==> config.mk <==
export PLATFORM = sky130hd
export DESIGN_NAME = seq_gen_sched_flat
export DESIGN_NICKNAME = d
export VERILOG_FILES = /design/src/rtl/seq_gen_sched_if.sv /design/src/rtl/seq_gen_sched.sv /design/src/flat_wrapper.sv
export SDC_FILE = /design/constraint.sdc
export NUM_CORES = 1
export LEC_CHECK = 0
export ABC_AREA = 1
export CORE_MARGIN = 2
export CORE_UTILIZATION = 48
export CTS_CLUSTER_DIAMETER = 40
export CTS_CLUSTER_SIZE = 20
export DETAILED_ROUTE_END_ITERATION = 10
export GPL_TIMING_DRIVEN = 0
export PLACE_DENSITY = 0.8
export SYNTH_ARGS = -nofsm -noshare
export SYNTH_HDL_FRONTEND = slang
export SYNTH_SLANG_ARGS = --single-unit
==> constraint.sdc <==
create_clock -name clk -period 1.8 [get_ports clk]
set_clock_uncertainty 0.1 [all_clocks]
set_input_delay 0.18 -clock clk [delete_from_list [all_inputs] [get_ports clk]]
set_output_delay 0.18 -clock clk [all_outputs]
set_load 0.01 [all_outputs]
==> src/rtl/seq_gen_sched_if.sv <==
// seq_gen_sched_if: request/pattern inputs and serial/status outputs of the shared sequence generator
interface seq_gen_sched_if #(
    parameter int M  = 6,
    parameter int CW = 8
);
    logic          req0;
    logic [M-1:0]  pat0;
    logic [CW-1:0] rep0;
    logic          req1;
    logic [M-1:0]  pat1;
    logic [CW-1:0] rep1;
    logic          abort;
    logic          gnt0;
    logic          gnt1;
    logic          owner;
    logic          busy;
    logic          out;
    logic          out_valid;
    logic          done;
    logic          aborted;

    modport master (
        output req0, pat0, rep0, req1, pat1, rep1, abort,
        input  gnt0, gnt1, owner, busy, out, out_valid, done, aborted
    );

    modport slave (
        input  req0, pat0, rep0, req1, pat1, rep1, abort,
        output gnt0, gnt1, owner, busy, out, out_valid, done, aborted
    );
endinterface

==> src/rtl/seq_gen_sched.sv <==
// seq_gen_sched: round-robin scheduler sharing one rotating pattern generator between two requesters
module seq_gen_sched #(
    parameter int M  = 6,
    parameter int CW = 8
) (
    input logic            clk,
    input logic            rst_n,
    seq_gen_sched_if.slave sgs
);
    localparam int BW = (M > 2) ? $clog2(M) : 1;

    typedef enum logic [1:0] {IDLE, PLAY, DONE} state_t;

    state_t        r_state, w_next;
    logic [M-1:0]  r_q;
    logic [BW-1:0] r_bitcnt;
    logic [CW-1:0] r_repcnt;
    logic          r_owner, r_last_owner, r_gnt0, r_gnt1, r_aborted;
    logic          w_req, w_sel, w_last_bit, w_end;

    assign w_req      = sgs.req0 | sgs.req1;
    assign w_sel      = (sgs.req0 & sgs.req1) ? ~r_last_owner : sgs.req1;
    assign w_last_bit = r_bitcnt == BW'(M - 1);
    assign w_end      = sgs.abort | (w_last_bit & (r_repcnt == '0));

    always_ff @(posedge clk or negedge rst_n) begin
        if (!rst_n) r_state <= IDLE;
        else        r_state <= w_next;
    end

    always_comb begin
        w_next = (r_state == IDLE) ? (w_req ? PLAY : IDLE) :
                 (r_state == PLAY) ? (w_end ? DONE : PLAY) : IDLE;
    end

    // Pattern, repeat count and owner are captured only on the granting edge.
    always_ff @(posedge clk or negedge rst_n) begin
        if (!rst_n) begin
            r_q          <= '0;
            r_bitcnt     <= '0;
            r_repcnt     <= '0;
            r_owner      <= 1'b0;
            r_last_owner <= 1'b1;
            r_gnt0       <= 1'b0;
            r_gnt1       <= 1'b0;
            r_aborted    <= 1'b0;
        end else begin
            r_gnt0 <= 1'b0;
            r_gnt1 <= 1'b0;
            if (r_state == IDLE && w_req) begin
                r_q       <= w_sel ? sgs.pat1 : sgs.pat0;
                r_repcnt  <= w_sel ? sgs.rep1 : sgs.rep0;
                r_bitcnt  <= '0;
                r_owner   <= w_sel;
                r_gnt0    <= ~w_sel;
                r_gnt1    <= w_sel;
                r_aborted <= 1'b0;
            end else if (r_state == PLAY) begin
                r_q       <= {r_q[M-2:0], r_q[M-1]};
                r_bitcnt  <= w_last_bit ? '0 : r_bitcnt + 1'b1;
                r_aborted <= sgs.abort;
                if (w_last_bit && r_repcnt != '0) r_repcnt <= r_repcnt - 1'b1;
                if (w_end) r_last_owner <= r_owner;
            end
        end
    end

    always_comb begin
        sgs.gnt0      = r_gnt0;
        sgs.gnt1      = r_gnt1;
        sgs.owner     = r_owner;
        sgs.busy      = r_state != IDLE;
        sgs.out_valid = r_state == PLAY;
        sgs.out       = (r_state == PLAY) & r_q[M-1];
        sgs.done      = r_state == DONE;
        sgs.aborted   = (r_state == DONE) & r_aborted;
    end
endmodule

==> src/flat_wrapper.sv <==
// flat-port wrapper written by rule: the top's interface ports become plain ports
module seq_gen_sched_flat 
#(
    parameter int M  = 6,
    parameter int CW = 8
)
  (clk, rst_n, sgs_req0, sgs_pat0, sgs_rep0, sgs_req1, sgs_pat1, sgs_rep1, sgs_abort, sgs_gnt0, sgs_gnt1, sgs_owner, sgs_busy, sgs_out, sgs_out_valid, sgs_done, sgs_aborted);
  seq_gen_sched_if #(.M(M), .CW(CW)) sgs_i ();
  input logic clk;
  input logic rst_n;
  input wire logic [$bits(sgs_i.req0)-1:0] sgs_req0;
  input wire logic [$bits(sgs_i.pat0)-1:0] sgs_pat0;
  input wire logic [$bits(sgs_i.rep0)-1:0] sgs_rep0;
  input wire logic [$bits(sgs_i.req1)-1:0] sgs_req1;
  input wire logic [$bits(sgs_i.pat1)-1:0] sgs_pat1;
  input wire logic [$bits(sgs_i.rep1)-1:0] sgs_rep1;
  input wire logic [$bits(sgs_i.abort)-1:0] sgs_abort;
  output wire logic [$bits(sgs_i.gnt0)-1:0] sgs_gnt0;
  output wire logic [$bits(sgs_i.gnt1)-1:0] sgs_gnt1;
  output wire logic [$bits(sgs_i.owner)-1:0] sgs_owner;
  output wire logic [$bits(sgs_i.busy)-1:0] sgs_busy;
  output wire logic [$bits(sgs_i.out)-1:0] sgs_out;
  output wire logic [$bits(sgs_i.out_valid)-1:0] sgs_out_valid;
  output wire logic [$bits(sgs_i.done)-1:0] sgs_done;
  output wire logic [$bits(sgs_i.aborted)-1:0] sgs_aborted;
  assign sgs_i.req0 = sgs_req0;
  assign sgs_i.pat0 = sgs_pat0;
  assign sgs_i.rep0 = sgs_rep0;
  assign sgs_i.req1 = sgs_req1;
  assign sgs_i.pat1 = sgs_pat1;
  assign sgs_i.rep1 = sgs_rep1;
  assign sgs_i.abort = sgs_abort;
  assign sgs_gnt0 = sgs_i.gnt0;
  assign sgs_gnt1 = sgs_i.gnt1;
  assign sgs_owner = sgs_i.owner;
  assign sgs_busy = sgs_i.busy;
  assign sgs_out = sgs_i.out;
  assign sgs_out_valid = sgs_i.out_valid;
  assign sgs_done = sgs_i.done;
  assign sgs_aborted = sgs_i.aborted;
  seq_gen_sched #(.M(M), .CW(CW)) u_core (.clk(clk), .rst_n(rst_n), .sgs(sgs_i));
endmodule
# Word level (Yosys, flattened, before mapping)
# Index checks and enable logic that the tools add are counted.
[totals]
regBits = 24
wordCells = 52
input_bits = 33
output_inout_bits = 8
[op_classes]
n_mux = 19
n_reduce_logical = 10
eq_ne = 3
add_sub_neg = 2
n_bitwise = 9
[op_table]
columns = ["operator", "count"]
rows = [
  ["8-bit 2-to-1 mux", 4],
  ["6-bit 2-to-1 mux", 3],
  ["3-bit 2-to-1 mux", 3],
  ["8-bit zero test", 1],
  ["8-bit nonzero test", 1],
  ["8-bit by 1-bit subtractor with 8-bit output, second input constant", 1],
  ["1-bit 2-to-1 mux", 6],
  ["2-bit 2-to-1 mux", 3],
  ["2-bit nonzero test", 3],
  ["1-bit AND", 4],
  ["3-bit by 1-bit adder with 3-bit output, second input constant", 1],
  ["3-bit == test, second input constant", 1],
  ["1-bit inverter", 3],
  ["3-bit AND reduction", 1],
  ["2-bit by 1-bit == test with 1-bit output, second input constant", 1],
  ["2-bit == test, second input constant", 1],
  ["1-bit logical AND", 2],
  ["2-bit zero test", 1],
  ["1-bit OR", 2],
  ["2-bit AND reduction", 1],
]

# Longest topological paths before layout
[depth]
word_depth = 6
mapped_depth = 9
mapped_depth_nobuf = 9

# Worst setup path after synthesis
# No wires, ideal clock.
[synth_path]
path_type = "register to register"
startpoint = "register u_core.r_repcnt[0]"
endpoint = "register u_core.r_repcnt[2]"
stages_incl_launch_ff = 10
required_ps = 1573
n_path_buf = 0
slack_ps = 325
arrival_time_ps = 1248
setup_time_ps = 127
path_cell_list = "dfrtp_1 -> inv_1 -> ha_1 -> nand2_1 -> nor2_1 -> nand2_1 -> nand3_4 -> nand2_4 -> nand2_1 -> o21ai_0"
[synth_between]
elab_chain_len = 4
elab_cells_between_ends = 8
[synth_rtl]
columns = ["item", "line", "text"]
rows = [
  ["start: declaration", "seq_gen_sched.sv:17", "logic [CW-1:0] r_repcnt;"],
  ["start signal: assignment", "seq_gen_sched.sv:52", "r_repcnt <= w_sel ? sgs.rep1 : sgs.rep0;"],
  ["start signal: assignment", "seq_gen_sched.sv:62", "if (w_last_bit && r_repcnt != '0) r_repcnt <= r_repcnt - 1'b1;"],
  ["8-bit by 1-bit subtractor with 8-bit output / 8-bit nonzero test (equally long branches)", "seq_gen_sched.sv:62", ""],
  ["8-bit 2-to-1 mux / 1-bit logical AND (equally long branches)", "seq_gen_sched.sv:62", ""],
  ["8-bit 2-to-1 mux / 2-bit nonzero test (equally long branches)", "-", ""],
  ["8-bit 2-to-1 mux / 2-bit AND reduction (equally long branches)", "-", ""],
]
# Several ways; a longest one is shown, not always the timed one. The select of a mux whose other input is x is not followed.
# A chain may end at the register's enable or synchronous reset.

# Final worst setup path
[layout_path]
startpoint = "register u_core.r_state[0]"
endpoint = "output port sgs_done"
[layout_between]
elab_chain_len = 1
[layout_rtl]
columns = ["item", "line", "text"]
rows = [
  ["start: declaration", "seq_gen_sched.sv:14", "state_t r_state, w_next;"],
  ["start signal: assignment", "seq_gen_sched.sv:28", "else r_state <= w_next;"],
  ["2-bit == test", "seq_gen_sched.sv:75", "sgs.done = r_state == DONE;"],
  ["end: declaration", "flat_wrapper.sv:24", "output wire logic [$bits(sgs_i.done)-1:0] sgs_done;"],
]
# Every way passes these cells.

==> metrics.cfg <==
[synthesis]
yosys.cell_types.count=29
post_synth.cell_area_avg_um2=7.35
synth_edf_count=0
synthTopCellsByArea=dfrtp_1 38%, nand2_1 20%, nand3_1 5.3%, inv_1 5.0%, nor2_1 4.5%
synth_async_sr_flop_share_pct=100
yosysSeqAreaShare_pct=40.2
synthesis.area_um2=1500
syn-instance-count=204
synth_top_area_share_pct=38.4
syn_nets=238
yosys_warnings=0
synth-seq-cells=24
synth_ff_type=dfrtp_1
yosysTopAreaCell=dfrtp_1

[clock_network]
cts_buffers=3
root_buffer=clkbuf_4
holdBufCountCts=0
clock_latency_ps=310
clock_sinks=24
clk_pin_slew_ps=120
ctsHtreeMaxLevel=1
cts_tree=built
clock_path_buffers=2

[global_route]
antenna_found_initial=0
track_usage_pct=20.9
grt_pass1_wl_mm=5.68
grt_pass1_vias=1337
grt_overflow=0
grt_start_max_net_pins=25

[min_path]
holdCritStartpoint=sgs_pat0[5]
min_path_type=in2reg
whs_endpoint=u_core.r_q[5]
hold_depth=3

[layout]
drive_gt1_share_pct=12.0
nFillCells=264
syn2layout_area_growth_pct=32.1
nNetsFinal=284
diodes=0

[timing]
rsz0062_at_grt=false
relSlewSlack_pct=26.2
setup_viol=0
clock.fmax_ghz=0.590
hold_ws_ps=320
hold_viol_final=0
slew_viol_final=0
tns_ps=0
post-route-min-period_ps=1690
finalCritPeriodShare_pct=94.1
worstMarginPinSlew_ps=1100

[critical_path]
endpoint_kind=output port
reg2reg_slack_ps=130
r2r_cells=9
r2r_start=u_core.r_repcnt[0]
cp_top_family=buffers and inverters
worstPathArrival_ps=1410
path_cells=nor2_1 -> clkdlybuf4s50_1
crit_buf_inv=1
crit_type=reg2out
max_stage_delay_ps=530
cp_max_fo=4
worstSetupStartpointType=register
regToRegEndpoint=u_core.r_repcnt[6]
crit_required_ps=1520
slowest_stage=clkdlybuf4s50_1

[floorplanning]
placementRows=20
ioPinCount=41
die_h_um=59.9
coreArea_um2=3000
die_area_um2=3590
start_util_pct=49.9
die_x_um=59.9

[outcome]
status=finished clean

[power]
powerDensity_nw_per_um2=1510
ir_drop_v=0.000910
leakage_nw=0.970

[drt]
route.detailed.drc=0
dr.first_iter.drc_count=62
drtPass1Iterations=4
vias=1459
antenna_left=0
wl_mm=3.36
post_drt_wl_per_cell_um=11.9
viasPerCell=5.17

[place]
finalWeightedCongestion=0.902
dp_hpwl_mm=2.50
portBuffers=40

[job]
drv_cap=0

[how the worst max path moves through the flow]
stage / slack, ps / startpoint / to / depth (start not counted)
after floorplan: 330 / u_core.r_repcnt[0] / u_core.r_repcnt[2] / 9
after global placement: 110 / sgs_req1 / u_core.r_q[3] / 6
after detailed placement: 90 / sgs_req1 / u_core.r_q[3] / 6
after CTS: 80 / u_core.r_repcnt[0] / u_core.r_repcnt[2] / 9
after global routing: 3 / u_core.r_state[0] / sgs_done / 2
final: 110 / u_core.r_state[0] / sgs_done / 2
[per-stage QoR]
stage                     utilization, %  worst slack (ps)  power [mW]  instance area [µm²]  instances
after floorplan                        -               325        2.23                 1500        204
final                               66.0               106        3.00                 1980        282
after global placement              64.6               110        2.72                 1940        277
after detailed placement            64.6              90.6        2.75                 1940        277
after CTS                           65.9              76.8        3.00                 1980        282
after global routing                66.0              2.93        3.32                 1980        282
[power breakdown]
| group | total (mW) | switching (mW) | internal (mW) |
|---|---|---|---|
| clock | 0.243 | 0.157 | 0.0865 |
| sequential | 0.975 | 0.181 | 0.794 |
| combinational | 1.78 | 1.04 | 0.744 |
| total | 3.00 | 1.37 | 1.62 |
[final cells by class]
class,count,area (µm²),share of cell area [%]
inverters,24,95.1,4.80
plain buffers,5,65.1,3.28
clock buffers,4,26.3,1.33
flip-flops and latches,24,603,30.4
multi-input cells,151,747,37.7
repair buffers,41,403,20.3
well taps,33,41.3,2.08
[metal layers]
metal	global-route usage (%)	share of wire, %	up-vias	wire length (µm)
met2	35.4	51	36	1720
met1	27.1	45	680	1500
met4	4.13	0.30	0	10
li1	-	-	741	-
met3	5.19	3.9	2	132
met5	0	0	-	0
[worst register-to-register path: cells and delay by family, from the launching register on]
kind	cells	cell delay [ps]
buf+inv	1	110
fa+ha+maj	1	180
compound gates	1	100
flops	1	440
simple gates	6	670
[cell usage after synthesis, types with 2 or more instances]
cell	n
nand2_1	78
a31oi_1	4
nand3_1	16
inv_2	3
a21oi_1	3
o21ai_1	3
nand2_4	2
o21ai_2	2
dfrtp_1	23
inv_1	20
nand2_2	3
o21ai_0	8
nor2_4	3
o211ai_1	3
buf_6	2
nor2_1	18
[flip-flops by register name, summed over array words and instances, names as in the netlist]
signal               count
u_core.sgs.gnt1          1
u_core.sgs.owner         1
u_core.r_bitcnt          3
u_core.r_q               6
u_core.sgs.gnt0          1
u_core.r_repcnt          8
u_core.r_state           2
u_core.r_aborted         1
u_core.r_last_owner      1
[logic make-up (layout without fill, tap and decap cells)]
family | Yosys count | in the layout | synth area share (%)
AO/OA/AOI/OAI | 27 | 27 | 11.5
flip-flops | 24 | 24 | 40.2
AND/OR/NAND/NOR | 123 | 123 | 37.0
buffers and inverters | 29 | 74 | 10.5
adder cells (fa/ha/maj) | 1 | 1 | 0.835
[layout by cell type, fill, tap and decap left out]
master | Yosys | routed
buf_12 | 1 | 1
nand2_2 | 3 | 2
inv_2 | 3 | 3
nor2_2 | 0 | 1
o21ai_4 | 1 | 1
nand2_4 | 2 | 3
buf_6 | 2 | 2
nor3_1 | 1 | 1
dfrtp_2 | 0 | 1
dlygate4sd2_1 | 0 | 4
a21oi_1 | 3 | 3
o22ai_1 | 1 | 1
clkbuf_4 | 0 | 3
o31ai_1 | 1 | 1
nand3_1 | 16 | 16
o21ai_2 | 2 | 2
inv_1 | 20 | 19
o21bai_1 | 1 | 1
ha_1 | 1 | 1
nand2_1 | 78 | 78
inv_4 | 1 | 2
o21ai_1 | 3 | 3
nor2_4 | 3 | 3
dfstp_2 | 1 | 1
o211ai_1 | 3 | 3
buf_8 | 1 | 1
a31oi_1 | 4 | 4
clkbuf_1 | 0 | 1
clkdlybuf4s50_1 | 0 | 36
buf_4 | 1 | 2
nor2_1 | 18 | 17
nand3_4 | 1 | 1
nor3_4 | 1 | 1
o21ai_0 | 8 | 8
dfrtp_1 | 23 | 22
[repair_timing]
item / CTS / global route
setup buffers: 1 / 0
gates resized for setup: 8 / 1
endpoints found under the setup margin: 3 / 8
Note: power is estimated with default switching activity, not from simulation.
